--- src/rtl/dvs_fifo_bus_scheduler.sv ---
// dvs_fifo_bus_scheduler
//   Registered, mutually exclusive arbiter for the shared FIFO event-queue bus.
//   The AER-side writer and the RAVENS-side reader request the bus. The arbiter
//   grants only an owner that can make progress: it does not grant a write while
//   the FIFO is full or a read while it is empty. Each tenure is bounded. One idle
//   turnaround cycle separates any two owners. A reader that stays eligible but
//   ungranted for too long gets forced priority, and that cuts a writer tenure short.
module dvs_fifo_bus_scheduler #(
  parameter int unsigned MAX_HOLD_CYCLES = 8,
  parameter int unsigned RD_STARVE_LIMIT = 16
) (
  input  logic clk,
  input  logic rst,
  input  logic req_wr,
  input  logic req_rd,
  input  logic fifo_full,
  input  logic fifo_empty,
  output logic grant_wr,
  output logic grant_rd,
  output logic preempt,
  output logic starve_sat
);

  localparam int unsigned HOLD_W   = $clog2(MAX_HOLD_CYCLES + 1);
  localparam int unsigned STARVE_W = $clog2(RD_STARVE_LIMIT + 1);

  // Value of hold_cnt during the last cycle a tenure may run.
  localparam logic [HOLD_W-1:0]   HOLD_LAST  = HOLD_W'(MAX_HOLD_CYCLES - 1);
  localparam logic [STARVE_W-1:0] STARVE_MAX = STARVE_W'(RD_STARVE_LIMIT);

  typedef enum logic [1:0] {
    S_IDLE,
    S_GNT_WR,
    S_GNT_RD,
    S_TURN
  } state_e;

  typedef enum logic {
    OWN_WR,
    OWN_RD
  } owner_e;

  state_e               state_q, state_d;
  owner_e               last_owner_q, last_owner_d;
  logic [HOLD_W-1:0]    hold_cnt_q, hold_cnt_d;
  logic [STARVE_W-1:0]  starve_cnt_q, starve_cnt_d;
  logic                 grant_wr_q, grant_rd_q;
  logic                 preempt_q, preempt_d;
  logic                 starve_sat_q;

  logic wr_ok;
  logic rd_ok;
  logic hold_left;
  logic enter_wr;
  logic enter_rd;

  // An owner is eligible only if the FIFO can accept its transfer.
  assign wr_ok     = req_wr & ~fifo_full;
  assign rd_ok     = req_rd & ~fifo_empty;
  assign hold_left = (hold_cnt_q < HOLD_LAST);
  assign enter_wr  = (state_d == S_GNT_WR) && (state_q != S_GNT_WR);
  assign enter_rd  = (state_d == S_GNT_RD) && (state_q != S_GNT_RD);

  // Arbitration used in IDLE and TURN. A starved reader wins first. A tie then
  // goes to the side that did not own the bus last.
  function automatic state_e decide(input logic   sat,
                                    input logic   wr,
                                    input logic   rd,
                                    input owner_e last);
    if (sat && rd)     return S_GNT_RD;
    else if (wr && rd) return (last == OWN_WR) ? S_GNT_RD : S_GNT_WR;
    else if (wr)       return S_GNT_WR;
    else if (rd)       return S_GNT_RD;
    else               return S_IDLE;
  endfunction

  // Next-state logic: hold the tenure while the owner is eligible and has time left,
  // otherwise hand over through TURN.
  always_comb begin
    // NOTE: every signal gets a default before the case, so no path leaves one
    // unassigned and no latch is inferred.
    state_d      = state_q;
    last_owner_d = last_owner_q;
    preempt_d    = 1'b0;
    case (state_q)
      S_IDLE, S_TURN: begin
        state_d = decide(starve_sat_q, wr_ok, rd_ok, last_owner_q);
      end
      S_GNT_WR: begin
        if (!(wr_ok && hold_left && !starve_sat_q)) begin
          state_d      = S_TURN;
          last_owner_d = OWN_WR;
          // Flag only exits that reader starvation alone forces.
          preempt_d    = wr_ok && hold_left && starve_sat_q;
        end
      end
      S_GNT_RD: begin
        if (!(rd_ok && hold_left)) begin
          state_d      = S_TURN;
          last_owner_d = OWN_RD;
        end
      end
      default: state_d = S_IDLE;
    endcase
  end

  // Tenure and starvation counters: the tenure counter restarts at each grant,
  // and the starvation counter counts reader wait cycles.
  always_comb begin
    hold_cnt_d = hold_cnt_q;
    if ((state_q == S_GNT_WR) || (state_q == S_GNT_RD)) begin
      hold_cnt_d = hold_cnt_q + HOLD_W'(1);
    end
    if (enter_wr || enter_rd) begin
      hold_cnt_d = '0;
    end

    starve_cnt_d = starve_cnt_q;
    if (rd_ok && (state_q != S_GNT_RD) && (starve_cnt_q != STARVE_MAX)) begin
      starve_cnt_d = starve_cnt_q + STARVE_W'(1);
    end
    if (enter_rd) begin
      starve_cnt_d = '0;
    end
  end

  // State, counters and registered outputs. Reset removes any grant at once.
  always_ff @(posedge clk or posedge rst) begin
    if (rst) begin
      state_q      <= S_IDLE;
      last_owner_q <= OWN_RD;
      hold_cnt_q   <= '0;
      starve_cnt_q <= '0;
      grant_wr_q   <= 1'b0;
      grant_rd_q   <= 1'b0;
      preempt_q    <= 1'b0;
      starve_sat_q <= 1'b0;
    end else begin
      // NOTE: non-blocking assignments here, so every flop samples the values
      // from before this edge and the order of the statements does not matter.
      state_q      <= state_d;
      last_owner_q <= last_owner_d;
      hold_cnt_q   <= hold_cnt_d;
      starve_cnt_q <= starve_cnt_d;
      grant_wr_q   <= (state_d == S_GNT_WR);
      grant_rd_q   <= (state_d == S_GNT_RD);
      preempt_q    <= preempt_d;
      starve_sat_q <= (starve_cnt_d == STARVE_MAX);
    end
  end

  assign grant_wr   = grant_wr_q;
  assign grant_rd   = grant_rd_q;
  assign preempt    = preempt_q;
  assign starve_sat = starve_sat_q;

endmodule

--- config.mk ---
export PLATFORM = sky130hd
export DESIGN_NAME = dvs_fifo_bus_scheduler
export DESIGN_NICKNAME = d
export VERILOG_FILES = /design/src/rtl/dvs_fifo_bus_scheduler.sv
export SDC_FILE = /design/constraint.sdc
export NUM_CORES = 1
export LEC_CHECK = 0
export CELL_PAD_IN_SITES_DETAIL_PLACEMENT = 1
export CELL_PAD_IN_SITES_GLOBAL_PLACEMENT = 2
export CORE_MARGIN = 10
export CORE_UTILIZATION = 35
export DETAILED_ROUTE_END_ITERATION = 10
export PLACE_DENSITY = 0.83
export SLEW_MARGIN = 0
export SYNTH_ARGS = -nofsm -noshare
export SYNTH_HDL_FRONTEND = slang
export SYNTH_SLANG_ARGS = --single-unit
--- constraint.sdc ---
create_clock -name clk -period 2 [get_ports clk]
set_clock_uncertainty 0.05 [all_clocks]
set_input_delay 0.5 -clock clk [delete_from_list [all_inputs] [get_ports clk]]
set_output_delay 0.5 -clock clk [all_outputs]
set_load 0.1 [all_outputs]
; Yosys cells after proc, flatten, opt, wreduce, memory -nomap -nowiden
; Index checks and enable logic that the tools add are counted.
[word_totals]
reg_bits = 16
in_bits = 6
output_inout_bits = 4
word_cells = 61
[classes]
n_addsub = 2
order_cmp = 1
n_eq_ne = 11
muxes = 17
n_bitwise = 4
n_reduce_logical = 18
[op_table]
columns = op, n
row1 = 2-bit two-way mux, 7
row2 = 1-bit logical AND, 10
row3 = 5-bit two-way mux, 2
row4 = 4-bit two-way mux, 2
row5 = "2-bit equality test, second input constant", 3
row6 = "2-bit != test, second input constant", 3
row7 = 2-bit one-hot mux with 3 select lines, 1
row8 = "5-bit by 1-bit adder with 5-bit output, second input constant", 1
row9 = "5-bit equality test, second input constant", 1
row10 = "5-bit != test, second input constant", 1
row11 = "4-bit by 1-bit adder with 4-bit output, second input constant", 1
row12 = "2-bit by 1-bit equality test with 1-bit output, second input constant", 2
row13 = "4-bit by 3-bit < comparator with 1-bit output, second input constant", 1
row14 = 1-bit two-way mux, 4
row15 = 2-bit nonzero test, 2
row16 = 3-bit AND reduction, 1
row17 = 1-bit bitwise AND, 2
row18 = 2-bit zero test, 1
row19 = 1-bit logical OR, 2
row20 = "2-bit by 1-bit != test with 1-bit output, second input constant", 1
row21 = 1-bit NOT, 2
row22 = 1-bit one-hot mux with 2 select lines, 1
row23 = 2-bit OR reduction, 1
row24 = 1-bit zero test, 1

; Longest topological paths before layout
[depth]
word_depth = 11
depth_mapped = 7
depth_no_buf = 6

; Worst setup path before layout
; Ideal clock, no wire load.
[synth_timing]
path_type = reg2reg
start = register starve_sat_q (netlist: starve_sat)
end = register starve_sat_q (netlist: starve_sat)
arrival_time_ns = 1.729
required_ns = 1.855
setup_slack_ns = 0.126
stages_incl_launch_ff = 5
path_buffers = 1
period_less_slack_ns = 1.874
cell_sequence = dfrtp_1 > nand4bb_1 > and3_2 > buf_2 > nor4b_2
[synth_via]
elab_chain_cells = 8
[synth_rtl]
columns = element, line
row1 = from (decl), 49  ; logic starve_sat_q;
row2 = from (signal assigned), 148  ; starve_sat_q <= (starve_cnt_d == STARVE_MAX);
row3 = 1-bit zero test, 90  ; if (!(wr_ok && hold_left && !starve_sat_q)) begin
row4 = 1-bit logical AND, 90
row5 = 2-bit two-way mux, 90
row6 = 2-bit one-hot mux with 3 select lines (*), 85  ; case (state_q)
row7 = 2-bit equality test (*), 62  ; assign enter_rd = (state_d == S_GNT_RD) && (state_q != S_GNT_RD);
row8 = 1-bit logical AND (*), 62
row9 = 5-bit two-way mux (*), 122  ; if (enter_rd) begin
row10 = 5-bit equality test (*), 148
; Every way passes the cells marked *; elsewhere a longest branch is shown, timed or not.
; A chain may end at the register's enable or synchronous reset.

; Final worst setup path
[layout_timing]
start = register state_q[0]
end = register hold_cnt_q[0]
[layout_via]
elab_chain_cells = 7
[layout_rtl]
columns = element, line
row1 = from (decl), 43  ; state_e state_q, state_d;
row2 = from (signal assigned), 141  ; state_q <= state_d;
row3 = 2-bit equality test or 2-bit zero test (tied branches), 85
row4 = 2-bit OR reduction, n/a
row5 = 2-bit one-hot mux with 3 select lines, 85
row6 = 2-bit by 1-bit equality test with 1-bit output or 2-bit equality test (tied branches), "61, 62"
row7 = "1-bit logical AND, on equally long branches", "61, 62"
row8 = 1-bit logical OR, 114  ; if (enter_wr || enter_rd) begin
row9 = 4-bit two-way mux or 2-bit nonzero test (tied branches), n/a
row10 = to (signal assigned), 143  ; hold_cnt_q <= hold_cnt_d;
row11 = to (decl), 45  ; logic [HOLD_W-1:0] hold_cnt_q, hold_cnt_d;
; Parallel ways exist; a longest one is shown, timed or not.

==> flow_metrics.tcl <==
set metrics [dict create \
    wl_per_cell_microns 15.7 \
    synth_edf_count 0 \
    tritoncts "built" \
    avgViaCountPerCell 5.26 \
    yosys.area_share.adder_pct 6.62 \
    layout_commonest_cell "dfrtp_1" \
    nets 122 \
    synth_area_leaders "dfrtp_1 40%, ha_1 6.6%, nor2_1 4.0%" \
    synth_top_area_share_pct 39.7 \
    cp-end-kind "flop" \
    cp-start-kind "flop" \
    hpwl_microns 1740 \
    synth_compound_area_share_pct 9.93 \
    syn_area_sq_um 945 \
    clockRootBuffer "clkbuf_4" \
    slew_headroom_pct 74.3 \
    synth_xor_area_share_pct 6.49 \
    synth_fp_nets 103 \
    crit_start "state_q[0]$_DFF_PP0_" \
    final_cell_mix "15 x dfrtp_1, 10 x nor2_1, 8 x inv_1" \
    p_comb_share_pct 50.5 \
    dpl.cell_count 136 \
    p_seq_share_pct 35.2 \
    wl_microns 2190 \
    worst-slew-pin-transition_ns 0.384 \
    htree_levels 1 \
    fp-row-count 18 \
    maxCapViolCount 0 \
    rsz0062_at_grt "false" \
    intPower_uw 865 \
    stdcell_count 140 \
    drtAntennaViolNets 0 \
    grt_first_pass_wirelength_microns 3930 \
    crit_required_ns 2.12 \
    fillCellCount 293 \
    drc_errors 0 \
    drive_gt1_share_pct 20.9 \
    p_per_area_nw_per_um2 1280 \
    ys.flop_type "dfrtp_1" \
    syn_area_per_cell_sq_um 10.3 \
    synth.area.mux_share_pct 2.12 \
    synthDistinctLibCells 32 \
    antenna_found_initial 0 \
    p_leak_uw 0.000525 \
    tns_ns 0 \
    p_switching_uw 656 \
    synthToLayoutAreaGrowth_pct 26.1 \
    numCtsBuffers 3 \
    ctsHoldBuffers 0 \
    hp-class "in2async" \
    r2r_end "hold_cnt_q[0]$_DFFE_PP0P_" \
    start_util_pct 37.5 \
    grt.overflow.total 0 \
    die_area_sq_um 5180 \
    diodes 0 \
    critical_path_class "reg2reg" \
    port_buffers 9 \
    finalCritPeriodShare_pct 91.7 \
    synthArstFlopShare_pct 100 \
    swShare_pct 43.1 \
    r2r_cells 6 \
    setup_viol 0 \
    synth_top_area_cell "dfrtp_1" \
    multi_input_area_sq_um 503 \
    clk_pin_slew_ns 0.10 \
    dr.first_iter.drc_count 35 \
    slew_violations 0 \
    critPathMaxFanout 10 \
    synthCells 92 \
    grt_pass1_vias 824 \
    max_freq_ghz 0.545 \
    period_minus_slack_ns 1.83 \
    ys_seq_elements 16 \
    yosysWarnings 0 \
    final-seq-area_sq_um 402 \
    hold_violations 0 \
    die_w_microns 72.0 \
    routed-via-count 736 \
    peakVddDrop_uv 1240 \
    clk_latency_ns 0.29 \
    cts.path.max_buffers 2 \
    synth-seq-area-share_pct 42.5 \
    status "completed" \
    die_y_microns 72.0 \
    p_total_uw 1520 \
    clock_sinks 16 \
    crit_arrival_ns 1.96 \
    firstDrtPassIters 4 \
    coreArea_sq_um 2520 \
    ioPinCount 10 \
    synth_top_family_by_area "simple AND/OR/NAND/NOR gates" \
    grt_max_degree 17 \
    postLayoutCoreUtil_pct 47.2 \
    synthSimpleGateAreaFrac_pct 28.1 \
    p_clk_share_pct 14.3 \
    timing.rr.start "state_q[0]$_DFF_PP0_" \
    gr-usage-all-layers_pct 9.19 \
    post_cts_buffers 0 \
    gp_congestion 0.788 \
    rrSetupSlack_ns 0.17 \
    ctsResizeCount 0 \
]
## critical path: stages (launching register included)
cell and delay (ns):
dfrtp_1 0.39, inv_1 0.06, ha_1 0.50, nor2b_1 0.09, a31oi_1 0.27, o211a_1 0.28, nor3_1 0.08
## logic make-up (layout without fill, tap and decap cells)
group,Yosys count,in the layout
compound gates,13,13
xor+xnor,7,7
fa+ha+maj,5,5
buf+inv,10,28
flops,16,16
mux,2,2
simple gates,39,39
## worst max path at each step
stage	endpoint	slack, ns	cells past startpoint
floorplan	starve_sat$_DFF_PP0_	0.13	4
global placement	hold_cnt_q[1]$_DFFE_PP0P_	-0.02	5
detailed placement	hold_cnt_q[0]$_DFFE_PP0P_	-0.08	5
CTS	hold_cnt_q[0]$_DFFE_PP0P_	0.19	6
global route	hold_cnt_q[0]$_DFFE_PP0P_	0.03	6
finish	hold_cnt_q[0]$_DFFE_PP0P_	0.17	6
## state kept, by name, indices dropped and copies added (netlist names)
register	flops
last_owner_q	1
hold_cnt_q	4
grant_wr	1
starve_sat	1
grant_rd	1
state_q	2
starve_cnt_q	5
preempt	1
## per-layer routing
metal | global-route usage, % | wire, microns
met1 | 11.4 | 1080
met2 | 14.6 | 1040
met3 | 2.04 | 55
met4 | 4.52 | 20
met5 | 0 | 0
## synthesized netlist by cell type (2+ instances only)
cell	n
nor3_1	5
nand4_1	2
nand4bb_1	3
buf_2	2
nor2_1	10
nor2b_1	5
a311oi_1	3
a21oi_1	4
o21ai_0	2
dfrtp_1	15
nand3b_1	2
xor2_1	4
mux2i_1	2
inv_1	8
and4_1	2
ha_1	5
xnor2_1	3
## area by class of cell
type | count | share of cell area, %
well taps | 30 | 3.15
repair buffers | 16 | 15.3
inverters | 8 | 2.52
multi-input cells | 66 | 42.2
clock buffers | 4 | 3.05
flip-flops and latches | 16 | 33.7
## power by group through the flow
stage / logic (uW) / clock network [uW] / registers [uW]
floorplan: 424 / 0 / 637
global placement: 745 / 0 / 536
detailed placement: 775 / 0 / 542
CTS: 781 / 227 / 536
global route: 848 / 239 / 552
finish: 768 / 218 / 536
## metrics by stage
step                hold slack, ns  area, sq um  worst slack [ns]
floorplan                    0.363          945             0.126
global placement             0.471         1150           -0.0241
detailed placement           0.542         1150           -0.0822
CTS                          0.459         1190             0.187
global route                 0.485         1190            0.0264
finish                       0.458         1190             0.167
No activity file was read; power rests on OpenSTA's default activity.
